===== config.mk =====
export PLATFORM = sky130hd
export DESIGN_NAME = ram_port_arbiter
export DESIGN_NICKNAME = d
export VERILOG_FILES = /design/src/rtl/ram_port_arbiter_pkg.sv /design/src/rtl/arb_starve_cnt.sv /design/src/rtl/ram_port_arbiter.sv
export SDC_FILE = /design/constraint.sdc
export NUM_CORES = 1
export LEC_CHECK = 0
export CELL_PAD_IN_SITES_DETAIL_PLACEMENT = 0
export CELL_PAD_IN_SITES_GLOBAL_PLACEMENT = 2
export CORE_AREA = 5 5 132 134
export DETAILED_ROUTE_END_ITERATION = 8
export DIE_AREA = 0 0 137 139
export PLACE_DENSITY = 0.95
export SETUP_SLACK_MARGIN = 0.15
export SYNTH_ARGS = -nofsm -noshare
export SYNTH_HDL_FRONTEND = slang
export SYNTH_HIERARCHICAL = 1
export SYNTH_SLANG_ARGS = --single-unit

===== constraint.sdc =====
create_clock -name clk -period 4.5 [get_ports clk]
set_clock_uncertainty 0.1 [all_clocks]
set_input_delay 0.675 -clock clk [delete_from_list [all_inputs] [get_ports clk]]
set_output_delay 0.675 -clock clk [all_outputs]
set_load 0.02 [all_outputs]

===== src/rtl/ram_port_arbiter_pkg.sv =====
// Shared definitions for the RAM port arbiter: response-owner encoding,
// bus widths and the legal range of the starvation limit.
package ram_port_arbiter_pkg;

  localparam int DATA_W     = 32;
  localparam int ADDR_W     = 32;
  localparam int CNT_W      = 4;
  localparam int STARVE_MIN = 1;
  localparam int STARVE_MAX = 15;

  typedef enum logic [1:0] {
    OWNER_NONE = 2'b00,
    OWNER_IF   = 2'b01,
    OWNER_MEM  = 2'b10
  } owner_e;

endpackage


===== src/rtl/arb_starve_cnt.sv =====
// Saturating starvation counter for bus arbiters: counts up on inc, clears on
// clr (clear wins), stops at limit and flags when the limit has been reached.
module arb_starve_cnt
  import ram_port_arbiter_pkg::*;
#(
  parameter int W = CNT_W
) (
  input  logic         clk,
  input  logic         resetn,
  input  logic         inc,
  input  logic         clr,
  input  logic [W-1:0] limit,
  output logic         limit_hit
);

  logic [W-1:0] count_q;
  logic [W-1:0] count_d;

  always_comb begin
    count_d = count_q;
    if (clr) begin
      count_d = '0;
    end else if (inc && (count_q < limit)) begin
      count_d = count_q + 1'b1;
    end
  end

  always_ff @(posedge clk or negedge resetn) begin
    if (!resetn) begin
      count_q <= '0;
    end else begin
      count_q <= count_d;
    end
  end

  assign limit_hit = (count_q == limit);

endmodule


===== src/rtl/ram_port_arbiter.sv =====
// Shares the single synchronous data RAM port between instruction fetch and
// the MEM stage; MEM has priority, a starvation counter guarantees fetch progress.
module ram_port_arbiter
  import ram_port_arbiter_pkg::*;
#(
  parameter int STARVE_LIMIT = 4
) (
  input  logic              clk,
  input  logic              resetn,
  input  logic              if_req,
  input  logic [ADDR_W-1:0] if_addr,
  output logic              if_ack,
  output logic              if_rvalid,
  output logic [DATA_W-1:0] if_rdata,
  input  logic              mem_req,
  input  logic [3:0]        mem_wen,
  input  logic [ADDR_W-1:0] mem_addr,
  input  logic [DATA_W-1:0] mem_wdata,
  output logic              mem_ack,
  output logic              mem_rvalid,
  output logic [DATA_W-1:0] mem_rdata,
  output logic              ram_en,
  output logic [3:0]        ram_wen,
  output logic [ADDR_W-1:0] ram_addr,
  output logic [DATA_W-1:0] ram_wdata,
  input  logic [DATA_W-1:0] ram_rdata
);

  localparam logic [CNT_W-1:0] LIMIT = CNT_W'(STARVE_LIMIT);

  owner_e resp_owner_q;
  owner_e resp_owner_d;
  logic   grant_if;
  logic   grant_mem;
  logic   limit_hit;
  logic   cnt_inc;
  logic   cnt_clr;

  // Fetch only beats a competing MEM request once it has waited STARVE_LIMIT grants.
  always_comb begin
    grant_if  = if_req && (!mem_req || limit_hit);
    grant_mem = mem_req && !grant_if;
    cnt_inc   = grant_mem && if_req;
    cnt_clr   = grant_if || !if_req;
  end

  always_comb begin
    ram_en       = 1'b0;
    ram_wen      = 4'b0000;
    ram_addr     = '0;
    ram_wdata    = '0;
    resp_owner_d = OWNER_NONE;
    if (grant_mem) begin
      ram_en    = 1'b1;
      ram_wen   = mem_wen;
      ram_addr  = mem_addr;
      ram_wdata = mem_wdata;
      if (mem_wen == 4'b0000) begin
        resp_owner_d = OWNER_MEM;
      end
    end else if (grant_if) begin
      ram_en       = 1'b1;
      ram_addr     = if_addr;
      resp_owner_d = OWNER_IF;
    end
  end

  always_ff @(posedge clk or negedge resetn) begin
    if (!resetn) begin
      resp_owner_q <= OWNER_NONE;
    end else begin
      resp_owner_q <= resp_owner_d;
    end
  end

  arb_starve_cnt #(
    .W(CNT_W)
  ) u_starve_cnt (
    .clk      (clk),
    .resetn   (resetn),
    .inc      (cnt_inc),
    .clr      (cnt_clr),
    .limit    (LIMIT),
    .limit_hit(limit_hit)
  );

  assign if_ack     = grant_if;
  assign mem_ack    = grant_mem;
  assign if_rvalid  = (resp_owner_q == OWNER_IF);
  assign mem_rvalid = (resp_owner_q == OWNER_MEM);
  assign if_rdata   = ram_rdata;
  assign mem_rdata  = ram_rdata;

endmodule


==> results.md <==
* Reg2reg start: u_starve_cnt/count_q[2]
* P_leak at 1.14 nW
* Hold Crit Class: reg2reg
* PD cells at 162 mW/mm^2
* Cell Area, Synth at 0.00157 sq mm
* # diodes at 0
* Core area at 0.0162 sq mm
* Iteration-0 DRC Markers at 63
* Run status: finished clean
* FFs w/ async S/R, synth at 1.00
* DRC at 0
* Reg2Reg Setup Slack at 2.30 ns
* #FFs+latches synth at 6
* Yosys warning count at 6
* WP data arrival at 2.92 ns
* I/O Pins at 273
* Final non-filler cell total at 523
* CP Buf/Inv Count at 3
* Clk sink count at 6
* Final Hold Violating Endpoints at 0
* M3 GR Usage at 0.0207
* DR vias at 1734
* H-tree Lvls at 1
* CTS buffer count at 3
* DP HPWL at 6.19 mm
* F_max at 270 MHz
* Clock share of power at 0.277
* Max Root-Sink Buffers at 2
* Seq/Total Area, Yosys at 0.0955
* Count leader, synth: buf_4
* R2R Path End: u_starve_cnt/count_q[3]
* Seq pwr share at 0.109
* Final setup vio count at 0
* Layout Nets at 446
* Post-synth top area share at 0.306
* Gate Count Post-Synth at 197
* Final Wtd Congestion at 0.761
* Worst IR Drop VDD at 0.112 mV
* CTS tree: done
* Post-synth top area cell: buf_4
* Critical-path maximum fanout at 56
* Worst hold endpoint: u_starve_cnt/count_q[2]
* Worst Tran Pin Value at 0.617 ns
* CTS resizes at 0
* Largest net degree at the start of global routing at 57
* Grt total ovfl at 0
* Vias in the first global route at 1899
* Routed WL at 7.32 mm
* Hold Path Origin: u_starve_cnt/count_q[2]
* Skew-Pair Late Insertion Delay at 0.23 ns
* Comb pwr share at 0.614
* Post-CTS Setup Bufs at 0
* GRT Total Usage at 0.0700
* Slew margin rel. at 0.588
* Critical Path Source Type: primary input
* Setup_tns at 0 ns
* DIE AREA at 0.0190 sq mm
* Fillcell total at 1765
* Root Buffer: clkbuf_16
* CP dominant cell by count: clkdlybuf4s50_1
* Row count at 47
* Post-synth cell types at 28
* Initial antenna violation count at 0
* Period Utilization, post-route at 0.822
* DRT Pass-1 Iters at 4
* Critical-path cell list: clkdlybuf4s50_1 > a21boi_4 > buf_4 > and2_1 > clkdlybuf4s50_1
* Initial Util at 0.0972
* Post-synth top flop: dfrtp_1
* Area growth syn-to-layout at 101%
* M1 GR Usage at 0.0696
* ANT nets after route at 0
* Top cells by area, synth: buf_4 31%, a32o_1 20%, and2_1 16%, dfrtp_1 9.6%, ha_1 4.0%
* Sw Ratio at 0.311
* Worst setup EP type: output pin
* Critical path's top delay family: buffers and inverters
* Global routing's busiest layer: met2
* Worst r2r path cells at 7
* Dpl cells at 520
* CTS Hold Bufs at 0
* Wire length of the first global-routing pass at 10.5 mm
* Core Util, Final at 0.195
* Internal Power at 0.353 mW
* Vias per cell at 3.32
* Setup CP Type: in2out
* M2 GR Usage at 0.138
* Number of synthesized flops with an enable pin at 0
* Port Buffers at 176
* Crit-path slowest cell: clkdlybuf4s50_1
* Tmin final at 3.70 ns
* Top cells by instance count after synthesis: 64 x buf_4, 40 x and2_1, 32 x a32o_1, 9 x buf_2, 6 x dfrtp_1
* Die W at 137 um
* Max_cap viols at 0
* Crit-path max cell delay at 0.73 ns
* Hold path depth at 2
* Layout cells sized above 1 at 0.0396
* CTS clk-pin slew, worst paths at 0.03 ns
* Die height at 139 um
* WP data required at 3.72 ns
* Reported net switching power at 0.160 mW
* Final Hold Slack at 0.509 ns
* Avg WL per Cell at 14.0 um
* Pins Over Slew Limit at 0
* RSZ-0062 raised after global routing: false
* Average size of a mapped cell at 7.98 sq um
==> worst register-to-register path: stages, from the launching register on <==
cell and delay [ns]:
dfrtp_1 0.40, ha_1 0.31, and4_2 0.27, nor2b_1 0.16, and2_1 0.17, nand3b_1 0.10, nor3_1 0.19, mux2_2 0.37
==> worst max-delay path by stage <==
stage / start / endpoint / cells after the start
3_5_place_dp: if_req / ram_wdata[21] / 5
2_1_floorplan: u_starve_cnt/count_q[2] / ram_addr[10] / 6
6_report: if_req / ram_wdata[21] / 5
3_3_place_gp: if_req / ram_wen[3] / 5
4_1_cts: u_starve_cnt/count_q[3] / ram_addr[6] / 6
5_1_grt: u_starve_cnt/count_q[3] / ram_addr[6] / 6
==> power by group through the flow <==
stage                     sequential (mW)  combinational [mW]  clock, mW
final                              0.0561               0.315      0.142
after global routing               0.0562               0.333      0.149
after CTS                          0.0561               0.319      0.144
after detailed placement           0.0567               0.317          0
after global placement             0.0567               0.315          0
after floorplan                    0.0565               0.209          0
==> stage by stage <==
stage	setup WS [ns]	total power [mW]	area, sq um
floorplan	2.08	0.266	1580
global placement	0.817	0.372	3080
detailed placement	0.741	0.373	3080
CTS	0.731	0.520	3150
global route	0.671	0.538	3150
finish	0.800	0.513	3150
==> cell type report <==
cell class	count	area (sq um)	share of cell area
repair buffers	180	1790	0.568
multi-input cells	110	847	0.269
well taps	220	275	0.0873
flip-flops and latches	6	150	0.0476
clock buffers	3	75.1	0.0238
inverters	4	15.0	0.00476
==> metal layers <==
layer | routed length [um] | vias to the layer above
met5 | 0 | -
met2 | 4040 | 100
li1 | - | 834
met4 | 168 | 0
met3 | 570 | 17
met1 | 2540 | 783
==> logic make-up (layout without fill, tap and decap cells) <==
group / after synthesis / in the layout / share of synthesized area
other: 2 / 4 / 0.00478
adder cells (fa/ha/maj): 5 / 5 / 0.0398
flip-flops: 6 / 6 / 0.0955
AND/OR/NAND/NOR: 62 / 62 / 0.240
AO/OA/AOI/OAI: 36 / 36 / 0.224
buffers and inverters: 83 / 187 / 0.375
multiplexers: 3 / 3 / 0.0207
==> flip-flops by register name, summed over array words and instances, names as in the netlist <==
register / count
resp_owner_q: 2
u_starve_cnt/count_q: 4
==> placed cells by master, fill, tap and decap left out, drive strengths merged, types with 2 or more instances in the layout <==
cell             n
and2            40
dfrtp            6
clkbuf           3
a32o            32
clkdlybuf4s50  176
nor2b            5
ha               5
mux2             2
nand2            2
nor2             4
nand2b           3
conb             4
inv              4
buf              4
Power figures use the tool's default switching activity.
